--- src/rtl/inst_fetch_unit.sv ---
// inst_fetch_unit
//   Fetch stage for a 32-word instruction ROM. Owns the PC, drives the ROM
//   address, captures the returned word into the IF/ID register and
//   redirects the PC on exception entry, exception return, taken branch and
//   jump. Each redirect costs exactly one bubble.
//
// Optional build macro: FETCH_RANGE_CHECK_EN
//   Defined   : a sequential fetch with PC[31:7] != 0 injects a bubble,
//               raises if_fault and holds the PC until a redirect.
//   Undefined : no check; the ROM aliases on Addr[6:2]; if_fault reads 0.
//
// Ports
//   Clk, Clrn          rising-edge clock, synchronous active-low reset
//   Inst               ROM data for Addr (combinational, same cycle)
//   Addr               fetch address, always the PC register
//   stall              decode cannot accept; hold PC and IF/ID
//   br_taken/br_target taken branch and its target
//   jmp/jmp_target     jump and its target
//   exc_req            exception/interrupt accepted; vector to EXC_VECTOR
//   eret/epc_in        return from exception to epc_in
//   id_inst/id_pc4     IF/ID instruction and its PC+4
//   id_valid           IF/ID holds a real instruction
//   epc_out            PC of the instruction in IF/ID (PC itself on a bubble)
//   if_fault           fetch address fault (range-check builds only)
//
// Per-cycle action (no multi-cycle state)
//   action    | meaning
//   ACT_RUN   | sequential fetch, PC += 4, capture Inst into IF/ID
//   ACT_HOLD  | stall, PC and IF/ID unchanged
//   ACT_FLUSH | redirect, PC <= aligned target, IF/ID becomes a bubble
//   ACT_FAULT | out-of-range fetch, bubble, PC holds, if_fault set
module inst_fetch_unit #(
    parameter logic [31:0] RESET_PC   = 32'h0000_0000,
    parameter logic [31:0] EXC_VECTOR = 32'h0000_0008,
    parameter logic [31:0] NOP_INST   = 32'h0000_0000
) (
    input  logic        Clk,
    input  logic        Clrn,
    input  logic [31:0] Inst,
    output logic [31:0] Addr,
    input  logic        stall,
    input  logic        br_taken,
    input  logic [31:0] br_target,
    input  logic        jmp,
    input  logic [31:0] jmp_target,
    input  logic        exc_req,
    input  logic        eret,
    input  logic [31:0] epc_in,
    output logic [31:0] id_inst,
    output logic [31:0] id_pc4,
    output logic        id_valid,
    output logic [31:0] epc_out,
    output logic        if_fault
);

    typedef enum logic [1:0] {
        ACT_RUN,
        ACT_HOLD,
        ACT_FLUSH,
        ACT_FAULT
    } act_e;

    logic [31:0] pc_q, pc_d;
    logic [31:0] inst_q, inst_d;
    logic [31:0] pc4_q, pc4_d;
    logic        valid_q, valid_d;
    logic        fault_q, fault_d;

    act_e        act;
    logic [31:0] redir_target;
    logic [31:0] pc_plus4;

    assign pc_plus4 = pc_q + 32'd4;

    // Priority: exception > eret > branch > jump > stall > fetch.
    // Branch beats jump because the branch belongs to the older instruction.
    always_comb begin
        act          = ACT_RUN;
        redir_target = pc_q;
        if (exc_req) begin
            act          = ACT_FLUSH;
            redir_target = EXC_VECTOR;
        end else if (eret) begin
            act          = ACT_FLUSH;
            redir_target = epc_in;
        end else if (br_taken) begin
            act          = ACT_FLUSH;
            redir_target = br_target;
        end else if (jmp) begin
            act          = ACT_FLUSH;
            redir_target = jmp_target;
        end else if (stall) begin
            act = ACT_HOLD;
        end
`ifdef FETCH_RANGE_CHECK_EN
        else if (pc_q[31:7] != 25'd0) begin
            act = ACT_FAULT;
        end
`endif
    end

    always_comb begin
        pc_d    = pc_q;
        inst_d  = inst_q;
        pc4_d   = pc4_q;
        valid_d = valid_q;
        fault_d = fault_q;
        case (act)
            ACT_RUN: begin
                pc_d    = pc_plus4;
                inst_d  = Inst;
                pc4_d   = pc_plus4;
                valid_d = 1'b1;
                fault_d = 1'b0;
            end
            ACT_FLUSH: begin
                // Targets are word aligned regardless of source.
                pc_d    = {redir_target[31:2], 2'b00};
                inst_d  = NOP_INST;
                valid_d = 1'b0;
                fault_d = 1'b0;
            end
            ACT_FAULT: begin
                inst_d  = NOP_INST;
                valid_d = 1'b0;
                fault_d = 1'b1;
            end
            default: begin
            end
        endcase
    end

    always_ff @(posedge Clk) begin
        if (!Clrn) begin
            pc_q    <= RESET_PC;
            inst_q  <= NOP_INST;
            pc4_q   <= 32'd0;
            valid_q <= 1'b0;
            fault_q <= 1'b0;
        end else begin
            pc_q    <= pc_d;
            inst_q  <= inst_d;
            pc4_q   <= pc4_d;
            valid_q <= valid_d;
            fault_q <= fault_d;
        end
    end

    assign Addr     = pc_q;
    assign id_inst  = inst_q;
    assign id_pc4   = pc4_q;
    assign id_valid = valid_q;
    // A bubble has no instruction of its own, so report the next-fetch PC.
    assign epc_out  = valid_q ? (pc4_q - 32'd4) : pc_q;
    assign if_fault = fault_q;

endmodule
--- config.mk ---
export PLATFORM = sky130hd
export DESIGN_NAME = inst_fetch_unit
export DESIGN_NICKNAME = d
export VERILOG_FILES = /design/src/rtl/inst_fetch_unit.sv
export SDC_FILE = /design/constraint.sdc
export NUM_CORES = 1
export LEC_CHECK = 0
export CORE_ASPECT_RATIO = 1.5
export CORE_MARGIN = 3
export CORE_UTILIZATION = 47
export CTS_BUF_LIST = sky130_fd_sc_hd__clkbuf_8
export DETAILED_ROUTE_END_ITERATION = 8
export GPL_TIMING_DRIVEN = 0
export PLACE_DENSITY_LB_ADDON = 0.05
export SETUP_SLACK_MARGIN = 0.05
export SKIP_LAST_GASP = 1
export SLEW_MARGIN = 5
export SYNTH_ARGS = -nofsm -noshare
export SYNTH_HDL_FRONTEND = slang
export SYNTH_SLANG_ARGS = --single-unit
export TNS_END_PERCENT = 30
--- constraint.sdc ---
create_clock -name Clk -period 3 [get_ports Clk]
set_clock_uncertainty 0.15 [all_clocks]
set_input_delay 0.3 -clock Clk [delete_from_list [all_inputs] [get_ports Clk]]
set_output_delay 0.3 -clock Clk [all_outputs]
set_load 0.005 [all_outputs]
Word level (Yosys, flattened, before mapping)
Cells that the tools add are included.

storage, ports and cells
  word-level logic and storage cells = 32
  input port bits = 135
  flip-flop bits (word level) = 98

cells by class
  reductions and logical operators = 7
  $add $sub $neg = 2
  mux-type cells = 14
  equality and inequality tests = 3

operators with widths
  cell                                                                   number
  32-bit two-way mux                                                     5
  32-bit one-hot mux with 2 select lines                                 2
  32-bit by 3-bit adder with 32-bit output (second input constant)       1
  32-bit by 3-bit subtractor with 32-bit output (second input constant)  1
  2-bit two-way mux                                                      4
  2-bit nonzero test                                                     3
  5-bit inequality test (second input constant)                          1
  2-bit == test (second input constant)                                  2
  1-bit one-hot mux with 2 select lines                                  2
  2-bit OR reduction                                                     2
  2-bit logical NOT                                                      1
  2-bit AND reduction                                                    1
  1-bit two-way mux                                                      1

Depth between registers and ports, before layout
Gate-level depths: netlist of the first run.

  depth after elaboration = 8
  gate-level depth with buffers = 9
  mapped depth without buffers = 7

Least setup slack after synthesis of the first run
OpenSTA, ideal clock, no wires.

  kind = reg2out
  from = register pc4_q[11], in the netlist id_pc4[11]
  to = output epc_out[28]
  cell stages (with the launch flop) = 6
  setup slack = 730 ps
  buffers on the path = 0
  arrival = 1820 ps
  cell sequence = dfxtp_1 or4_4 nor4_4 nand4_1 xor2_1 a21oi_1

on the way
  cells in the longest elaborated chain, start to end = 2

ends and longest elaborated chain
  element                                        line  text
  start, declared                                65    logic [31:0] pc4_q, pc4_d;
  start signal, assigned                         143   pc4_q <= pc4_d;
  32-bit by 3-bit subtractor with 32-bit output  154   assign epc_out = valid_q ? (pc4_q - 32'd4) : pc_q;
  32-bit two-way mux                             154
  end, declared                                  52    output logic [31:0] epc_out,

Every way passes these cells.

Worst setup path after layout of the first run
  from = register pc4_q[8], in the netlist id_pc4[8]
  to = output epc_out[25]

The elaborated chain is that of the path after synthesis.

==> impl_metrics.env, run 1 <==
export IMPL_holdPathEnd="Addr[13]"
export IMPL_cp_arrival_ps=2710
export IMPL_rsz0062_at_grt="yes"
export IMPL_drv_cap=0
export IMPL_synth_edf_count=0
export IMPL_power_mw=2.95
export IMPL_grt_pass1_wl_um=35500
export IMPL_dr_pass1_iters=5
export IMPL_p_leak_nw=3.45
export IMPL_nFillCells=987
export IMPL_final_common_cell="clkdlybuf4s50_1"
export IMPL_hold_ws_ps=256
export IMPL_ys_ff_latch=94
export IMPL_remaining_drc_errors=0
export IMPL_slew_violations=0
export IMPL_seqCellArea_um2=1900
export IMPL_tightest_slew_ps=861
export IMPL_mostFrequentLayoutCells="clkdlybuf4s50_1 (239), nor2_1 (104), a21oi_1 (93)"
export IMPL_slowest_stage="clkdlybuf4s50_1"
export IMPL_syn2layout_area_growth_pct=51.3
export IMPL_avgSynthCellArea_um2=7.81
export IMPL_start_kind="register"
export IMPL_crit_fanout=7
export IMPL_yosysSeqAreaShare_pct=31.7
export IMPL_cts_root_buf="clkbuf_8"
export IMPL_antenna_found_initial=0
export IMPL_fp_row_count=49
export IMPL_first_global_vias=6560
export IMPL_num_vias=6754
export IMPL_status="finished, violations left"
export IMPL_path_delay_family="simple AND/OR/NAND/NOR gates"
export IMPL_setup_violations=8
export IMPL_place_ws_ps=-44.1
export IMPL_synth_cell_types=59
export IMPL_hpwl_um=18600
export IMPL_synthCells=760
export IMPL_final_nets=1170
export IMPL_fin_crit_sh_pct=105
export IMPL_clk_pin_slew_ps=90
export IMPL_min_period_ps=3160
export IMPL_die_y_um=144
export IMPL_antenna_left=0
export IMPL_initial_core_util_pct=48.9
export IMPL_cellPowerDensity_nw_per_um2=328
export IMPL_rrSetupSlack_ps=510
export IMPL_cts_path_max_buffers=2
export IMPL_r2r_start="Addr[2]"
export IMPL_irDropWorstVdd_uv=302
export IMPL_hp_start="Clrn"
export IMPL_grt_use_total_pct=31.9
export IMPL_async_flop_share_pct=0
export IMPL_dp_cells=1166
export IMPL_critPathKind="register to primary output"
export IMPL_hold_class="input port to register"
export IMPL_grt_max_degree=15
export IMPL_place_congestion=0.973
export IMPL_cts_tree="yes"
export IMPL_violations="negative setup slack"
export IMPL_path_cells="or3_1 > nor3_4 > buf_4 > a31oi_1 > a21oi_1 > clkdlybuf4s50_1"
export IMPL_cts_sinks=94
export IMPL_cts_buffers=9
export IMPL_reg2regPathDepth=7
export IMPL_htree_levels=3
export IMPL_drt_iter0_drc=414
export IMPL_r2r_end="Addr[12]"
export IMPL_layout_drive_gt1_share_pct=7.52
export IMPL_end_kind="primary output"
export IMPL_vias_per_cell=5.68
export IMPL_diodes=0
export IMPL_fmax_ghz=0.316
export IMPL_ios=265
export IMPL_worst_path_buf_inv=2
export IMPL_finalHoldViolCount=0
export IMPL_fp_coreArea_um2=12100
export IMPL_synth_main_ff_cell="dfxtp_1"
export IMPL_cts_hold_fix_buffers=0
export IMPL_slew_headroom_pct=42.1
export IMPL_critPathMaxStageDelay_ps=530
export IMPL_syn_area_um2=5930
export IMPL_final_cells=1190
export IMPL_wirelength_um=22900
export IMPL_multi_input_area_um2=3770
export IMPL_grt_overflow=0
export IMPL_fin_ws_ps=-161
export IMPL_dieArea_um2=14000
export IMPL_die_w_um=97.7
export IMPL_hold_depth=3
export IMPL_io_buffers=248
export IMPL_crit_required_ps=2550
export IMPL_ys_warn_count=0
export IMPL_clock_latency_ps=370
export IMPL_wl_per_cell_um=19.3
## cell type report
cell class,count,share of cell area (%)
multi-input cells,583,42.0
repair buffers,257,28.4
flip-flops and latches,94,21.2
plain buffers,72,3.58
well taps,153,2.13
clock buffers,10,1.53
inverters,16,0.669
clock inverters,5,0.585
## stage by stage
step	TNS (ps)	util, %	cell area (um^2)
after floorplan	0	-	5950
final	-742	74.0	8980
after CTS	-1200	73.4	8920
after global routing	-1910	74.0	8980
after global placement	-31.5	71.1	8630
after detailed placement	-85.5	71.1	8630
## sequential cells by signal, summed over array words and instances, names as in the netlist
register  flops
id_inst      32
Addr         30
id_pc4       30
id_valid      1
if_fault      1
## how the worst max path moves through the flow
stage                           from  depth (start not counted)     endpoint  slack, ps
final                      id_pc4[8]                          6  epc_out[25]       -160
after global routing       id_pc4[5]                          7  epc_out[14]       -240
after CTS                 id_pc4[14]                          7  epc_out[22]       -160
after detailed placement   id_pc4[4]                          6  epc_out[28]        -40
after global placement     id_pc4[4]                          6  epc_out[28]        -30
after floorplan           id_pc4[11]                          5  epc_out[28]        730
## synthesized netlist by cell type (4+ instances only)
library cell,count,share of area [%]
xor2_1,25,3.7
inv_1,16,1.0
nand3_1,16,1.3
and4_1,5,0.74
and3_1,11,1.2
nor4_1,6,0.63
nand2b_1,6,0.63
a211oi_1,10,1.3
o22ai_1,10,1.1
buf_2,9,0.76
nor2b_1,7,0.74
or3_1,10,1.1
o21ai_0,37,3.1
a22oi_1,15,1.9
nor3_1,23,1.9
a221oi_1,5,0.74
clkbuf_1,44,2.8
a221o_1,7,1.2
nand4_1,15,1.6
mux2i_1,36,6.1
nor4_4,4,1.4
or4_1,5,0.63
nor2_1,104,6.6
buf_4,6,0.76
nand2_1,32,2.0
dfxtp_1,94,32
a21oi_1,93,7.8
nor4_2,5,1.1
xnor2_1,43,6.3
a31oi_1,12,1.3
buf_1,9,0.57
## power by group
group	leakage, nW	internal, mW	switching, mW	total, mW
clock network	0.0970	0.398	0.453	0.851
logic	2.58	0.433	0.351	0.784
registers	0.766	1.27	0.0420	1.31
total	3.45	2.10	0.846	2.95
## worst register-to-register path: stages (launching register included)
cell and delay [ps]:
dfxtp_1 490, ha_1 270, and3_1 170, clkbuf_1 220, nand2_1 310, or3_1 450
xor2_1 200, o22ai_1 110
## per-layer routing
metal,up-vias,share of wire [%],GRT usage [%]
met4,0,3.1,11.8
met5,-,0,0
met1,3113,35,35.2
li1,3258,-,-
met2,328,52,58.4
met3,55,9.8,8.69
## repair_timing
item | 4_1_cts | 5_1_grt
endpoints found under the setup margin | 20 | 19
pin swaps | 9 | 2
resized for setup | 25 | 12
setup buffers | 7 | 2
## kinds of logic after synthesis
logic type,synth area share [%]
AOI/OAI and AO/OA,21.0
xor gates and xnor gates,10.0
adders and majority gates,0.422
buffers and inverters,6.43
DFF,31.7
muxes,6.26
other,0.0632
and+or+nand+nor,24.1
No activity file was read; power rests on OpenSTA's default activity.
==> inputs of run 2 (changes only) <==
CTS_CLUSTER_SIZE = 30   (was default)
REMOVE_ABC_BUFFERS = 1   (was default)
==> impl_metrics.env, run 2 (synthesized netlist as in run 1, its figures left out) <==
export IMPL_status="finished, violations left"
export IMPL_violations="negative setup slack"
export IMPL_clock_latency_ps=380
export IMPL_power_switching_mw=0.825
export IMPL_diodes=0
export IMPL_fin_ws_ps=-51.1
export IMPL_drv_cap=0
export IMPL_power_mw=3.16
export IMPL_cts_buffers=9
export IMPL_min_period_ps=3050
export IMPL_grt_overflow=0
export IMPL_fp_row_count=49
export IMPL_cp_arrival_ps=2600
export IMPL_crit_required_ps=2550
export IMPL_ios=265
export IMPL_place_congestion=0.923
export IMPL_mostFrequentLayoutCells="clkdlybuf4s50_1 (238), nor2_1 (102), a21oi_1 (93)"
export IMPL_wirelength_um=20900
export IMPL_swShare_pct=26.1
export IMPL_clkPwrFrac_pct=33.9
export IMPL_remaining_drc_errors=0
export IMPL_first_global_vias=6419
export IMPL_hpwl_um=15600
export IMPL_start_kind="register"
export IMPL_grt_max_degree=62
export IMPL_cts_path_max_buffers=2
export IMPL_final_common_cell="clkdlybuf4s50_1"
export IMPL_p_leak_nw=3.37
export IMPL_layout_drive_gt1_share_pct=7.79
export IMPL_crit_fanout=6
export IMPL_end_kind="primary output"
export IMPL_final_nets=1109
export IMPL_slew_headroom_pct=19.2
export IMPL_die_y_um=144
export IMPL_fin_crit_sh_pct=102
export IMPL_syn2layout_area_growth_pct=49.9
export IMPL_drt_iter0_drc=337
export IMPL_cellPowerDensity_nw_per_um2=355
export IMPL_wl_per_cell_um=18.5
export IMPL_slew_violations=0
export IMPL_vias_per_cell=5.76
export IMPL_io_buffers=252
export IMPL_cts_root_buf="clkbuf_8"
export IMPL_setup_violations=5
export IMPL_cts_sinks=94
export IMPL_cts_tree="yes"
export IMPL_die_w_um=97.7
export IMPL_antenna_left=0
export IMPL_p_comb_share_pct=24.0
export IMPL_largest_reg_flops=32
export IMPL_nFillCells=978
export IMPL_antenna_found_initial=0
export IMPL_fmax_ghz=0.328
export IMPL_tightest_slew_ps=1210
export IMPL_num_vias=6501
export IMPL_critPathKind="register to primary output"
export IMPL_initial_core_util_pct=48.9
export IMPL_p_int_mw=2.33
export IMPL_hold_class="input port to register"
export IMPL_multi_input_area_um2=3800
export IMPL_clk_pin_slew_ps=90
export IMPL_rsz0062_at_grt="yes"
export IMPL_finalHoldViolCount=0
export IMPL_seqCellArea_um2=1900
export IMPL_dr_pass1_iters=5
export IMPL_htree_levels=3
export IMPL_dieArea_um2=14000
export IMPL_hold_ws_ps=253
export IMPL_grt_use_total_pct=28.9
export IMPL_pwr_share_seq_pct=42.1
export IMPL_fp_coreArea_um2=12100
export IMPL_cts_hold_fix_buffers=0
export IMPL_irDropWorstVdd_uv=364
export IMPL_grt_pass1_wl_um=33000
run 2: metrics by stage:
stage	setup slack, ps	instance area, um^2	TNS [ps]	util [%]	cells
4_1_cts	-126	8850	-694	72.9	1127
6_report	-51.1	8890	-193	73.3	1129
3_3_place_gp	-3010	8350	-225260	68.7	1098
5_1_grt	-154	8890	-1150	73.3	1129
3_5_place_dp	-1070	8450	-60270	69.6	1103
2_1_floorplan	-315	5630	-6500	-	693
run 2: area by class of cell:
class | count | share of cell area, %
multi-input combinational | 583 | 42.7
inverter | 16 | 0.675
sequential | 94 | 21.4
clock buffer | 9 | 1.39
clock inverter | 6 | 1.43
timing repair buffer | 268 | 30.2
tap | 153 | 2.15
run 2: critical path, cell delays in order (launching register included):
cell	delay, ps
dfxtp_4	370
or4_4	550
or2_4	300
nor3_1	250
xnor2_1	90
a21oi_1	150
clkdlybuf4s50_1	510
run 2: what timing repair did:
item | 4_1_cts | 5_1_grt
pin swaps | 10 | 8
resized for setup | 34 | 17
endpoints found under the setup margin | 113 | 19
hold endpoints to repair | 0 | 0
setup buffers | 9 | 2
run 2: routing by layer:
metal  part of all wire (%)  GRT usage (%)  vias to the layer above
met2                     50           50.4                      318
met5                      0              0                        -
met1                     38           32.3                     2981
met4                    3.8           14.3                        0
met3                    8.7           8.31                       49
li1                       -              -                     3153
run 2: worst paths after layout:
kind / startpoint / to / slack, ps / depth (start not counted)
setup / recovery: id_pc4[12] / epc_out[22] / -50 / 6
hold / removal: eret / Addr[4] / 250 / 3
setup reg to reg: Addr[9] / Addr[21] / 310 / 5
hold reg to reg: if_fault / if_fault / 290 / 2
run 2: power groups by stage:
stage | combinational [mW] | clock (mW) | sequential, mW
2_1_floorplan | 0.316 | 0 | 1.35
3_3_place_gp | 0.685 | 0 | 1.36
3_5_place_dp | 0.703 | 0 | 1.36
4_1_cts | 0.745 | 1.09 | 1.33
5_1_grt | 0.819 | 1.13 | 1.33
6_report | 0.757 | 1.07 | 1.33
==> inputs of run 3 (changes only) <==
CAP_MARGIN = 20   (was default)
CORE_ASPECT_RATIO = 1.1   (was 1.5)
==> impl_metrics.env, run 3 (synthesized netlist as in run 1, its figures left out) <==
export IMPL_cts_tree="yes"
export IMPL_final_nets=1119
export IMPL_place_congestion=0.866
export IMPL_dr_pass1_iters=6
export IMPL_grt_overflow=0
export IMPL_cts_path_max_buffers=2
export IMPL_finalHoldViolCount=0
export IMPL_path_delay_family="simple AND/OR/NAND/NOR gates"
export IMPL_clock_latency_ps=370
export IMPL_irDropWorstVdd_uv=256
export IMPL_cts_root_buf="clkbuf_8"
export IMPL_cts_sinks=94
export IMPL_p_leak_nw=3.56
export IMPL_crit_fanout=6
export IMPL_num_vias=6507
export IMPL_stdcell_area_um2=8980
export IMPL_seqCellArea_um2=1900
export IMPL_nFillCells=978
export IMPL_fin_crit_sh_pct=101
export IMPL_layout_drive_gt1_share_pct=8.71
export IMPL_grt_max_degree=62
export IMPL_first_global_vias=6251
export IMPL_drv_cap=0
export IMPL_cellPowerDensity_nw_per_um2=332
export IMPL_largest_reg_flops=32
export IMPL_hpwl_um=15100
export IMPL_violations="negative setup slack"
export IMPL_route_top_layer_used="met4"
export IMPL_diodes=0
export IMPL_start_kind="register"
export IMPL_initial_core_util_pct=48.7
export IMPL_end_kind="primary output"
export IMPL_status="finished, violations left"
export IMPL_syn2layout_area_growth_pct=51.4
export IMPL_critPathKind="register to primary output"
export IMPL_fin_setup_tns_ps=-55.3
export IMPL_antenna_found_initial=0
export IMPL_power_mw=2.98
export IMPL_io_buffers=252
export IMPL_slowest_stage="or4_4"
export IMPL_grt_use_total_pct=27.8
export IMPL_fmax_ghz=0.329
export IMPL_die_w_um=113
export IMPL_remaining_drc_errors=0
export IMPL_grt_pass1_wl_um=31500
export IMPL_drt_iter0_drc=636
export IMPL_hold_class="input port to register"
export IMPL_worst_path_buf_inv=1
export IMPL_fp_row_count=42
export IMPL_multi_input_area_um2=3820
export IMPL_ios=265
export IMPL_cp_arrival_ps=2580
export IMPL_die_y_um=124
export IMPL_critPathMaxStageDelay_ps=580
export IMPL_fp_coreArea_um2=12200
export IMPL_min_period_ps=3030
export IMPL_slew_violations=0
export IMPL_dieArea_um2=14000
export IMPL_antenna_left=0
export IMPL_wl_met2_um=9860
export IMPL_path_cells="or4_4 > or2_4 > nor3_1 > xnor2_1 > a21oi_1 > clkdlybuf4s50_1"
export IMPL_met3_length_um=2070
export IMPL_cts_buffers=9
export IMPL_tightest_slew_ps=918
export IMPL_wl_per_cell_um=17.9
export IMPL_htree_levels=3
export IMPL_crit_required_ps=2550
export IMPL_met1_length_um=8090
export IMPL_slew_headroom_pct=38.8
export IMPL_setup_violations=2
export IMPL_vias_per_cell=5.70
export IMPL_final_common_cell="clkdlybuf4s50_1"
export IMPL_mostFrequentLayoutCells="clkdlybuf4s50_1 (234), nor2_1 (102), a21oi_1 (93)"
export IMPL_clk_pin_slew_ps=90
export IMPL_rsz0062_at_grt="yes"
export IMPL_cts_hold_fix_buffers=0
export IMPL_wirelength_um=20400
export IMPL_dpl_instance_area_um2=8490
export IMPL_fin_ws_ps=-34.9
==> run 3: changes by cell type in the layout (fill, tap and decap cells not counted), moves of 2 or more <==
| cell | delta |
|---|---|
| clkdlybuf4s50_1 | -4 |
| clkbuf_8 | +2 |
| dlymetal6s2s_1 | +9 |
| bufinv_16 | -3 |
| buf_4 | +9 |
| clkbuf_2 | +2 |
| dlygate4sd2_1 | -4 |
==> run 3: path summary, 6_finish.rpt <==
kind	startpoint	to	slack, ps	cells after the start
setup reg to reg	Addr[9]	Addr[24]	270	5
setup / recovery	id_pc4[14]	epc_out[22]	-30	6
hold / removal	eret	Addr[3]	260	3
hold reg to reg	if_fault	if_fault	290	2
==> run 3: power by group <==
group          internal (mW)  switching, mW  total [mW]
Combinational          0.455          0.327       0.782
Clock                  0.424          0.449       0.874
Sequential              1.27         0.0555        1.33
==> run 3: layout make-up <==
| cell class | count | area share (%) |
|---|---|---|
| multi-input cells | 583 | 42.6 |
| repair buffers | 278 | 31.3 |
| flip-flops and latches | 94 | 21.1 |
| well taps | 154 | 2.14 |
| clock buffers | 11 | 1.68 |
| inverters | 16 | 0.668 |
| clock inverters | 5 | 0.557 |
==> run 3: through the flow <==
step | hold slack, ps | utilization, % | std cells | setup slack, ps
after floorplan | 246 | - | 693 | -315
after global placement | 266 | 68.5 | 1099 | -3020
after detailed placement | 276 | 69.6 | 1106 | -441
after CTS | 239 | 72.2 | 1128 | -186
after global routing | 268 | 73.7 | 1141 | -144
final | 256 | 73.7 | 1141 | -34.9
==> run 3: routing by layer <==
layer | track usage (%) | vias up
met3 | 8.79 | 32
li1 | - | 3161
met1 | 33.5 | 2971
met5 | 0 | -
met4 | 10.4 | 0
met2 | 46.7 | 343
==> run 3: repair_timing <==
item / 4_1_cts / 5_1_grt
cloned: 0 / 0
setup endpoints to repair: 22 / 87
setup buffers: 6 / 12
hold endpoints to repair: 0 / 0
pin swaps: 11 / 13
resized for setup: 24 / 29
==> run 3: worst reg2reg max path, stage by stage (launching register included) <==
cell and delay, ps:
dfxtp_1 670, nand4_4 200, or4_1 870, nor4_4 410
mux2i_1 230, and3_1 160
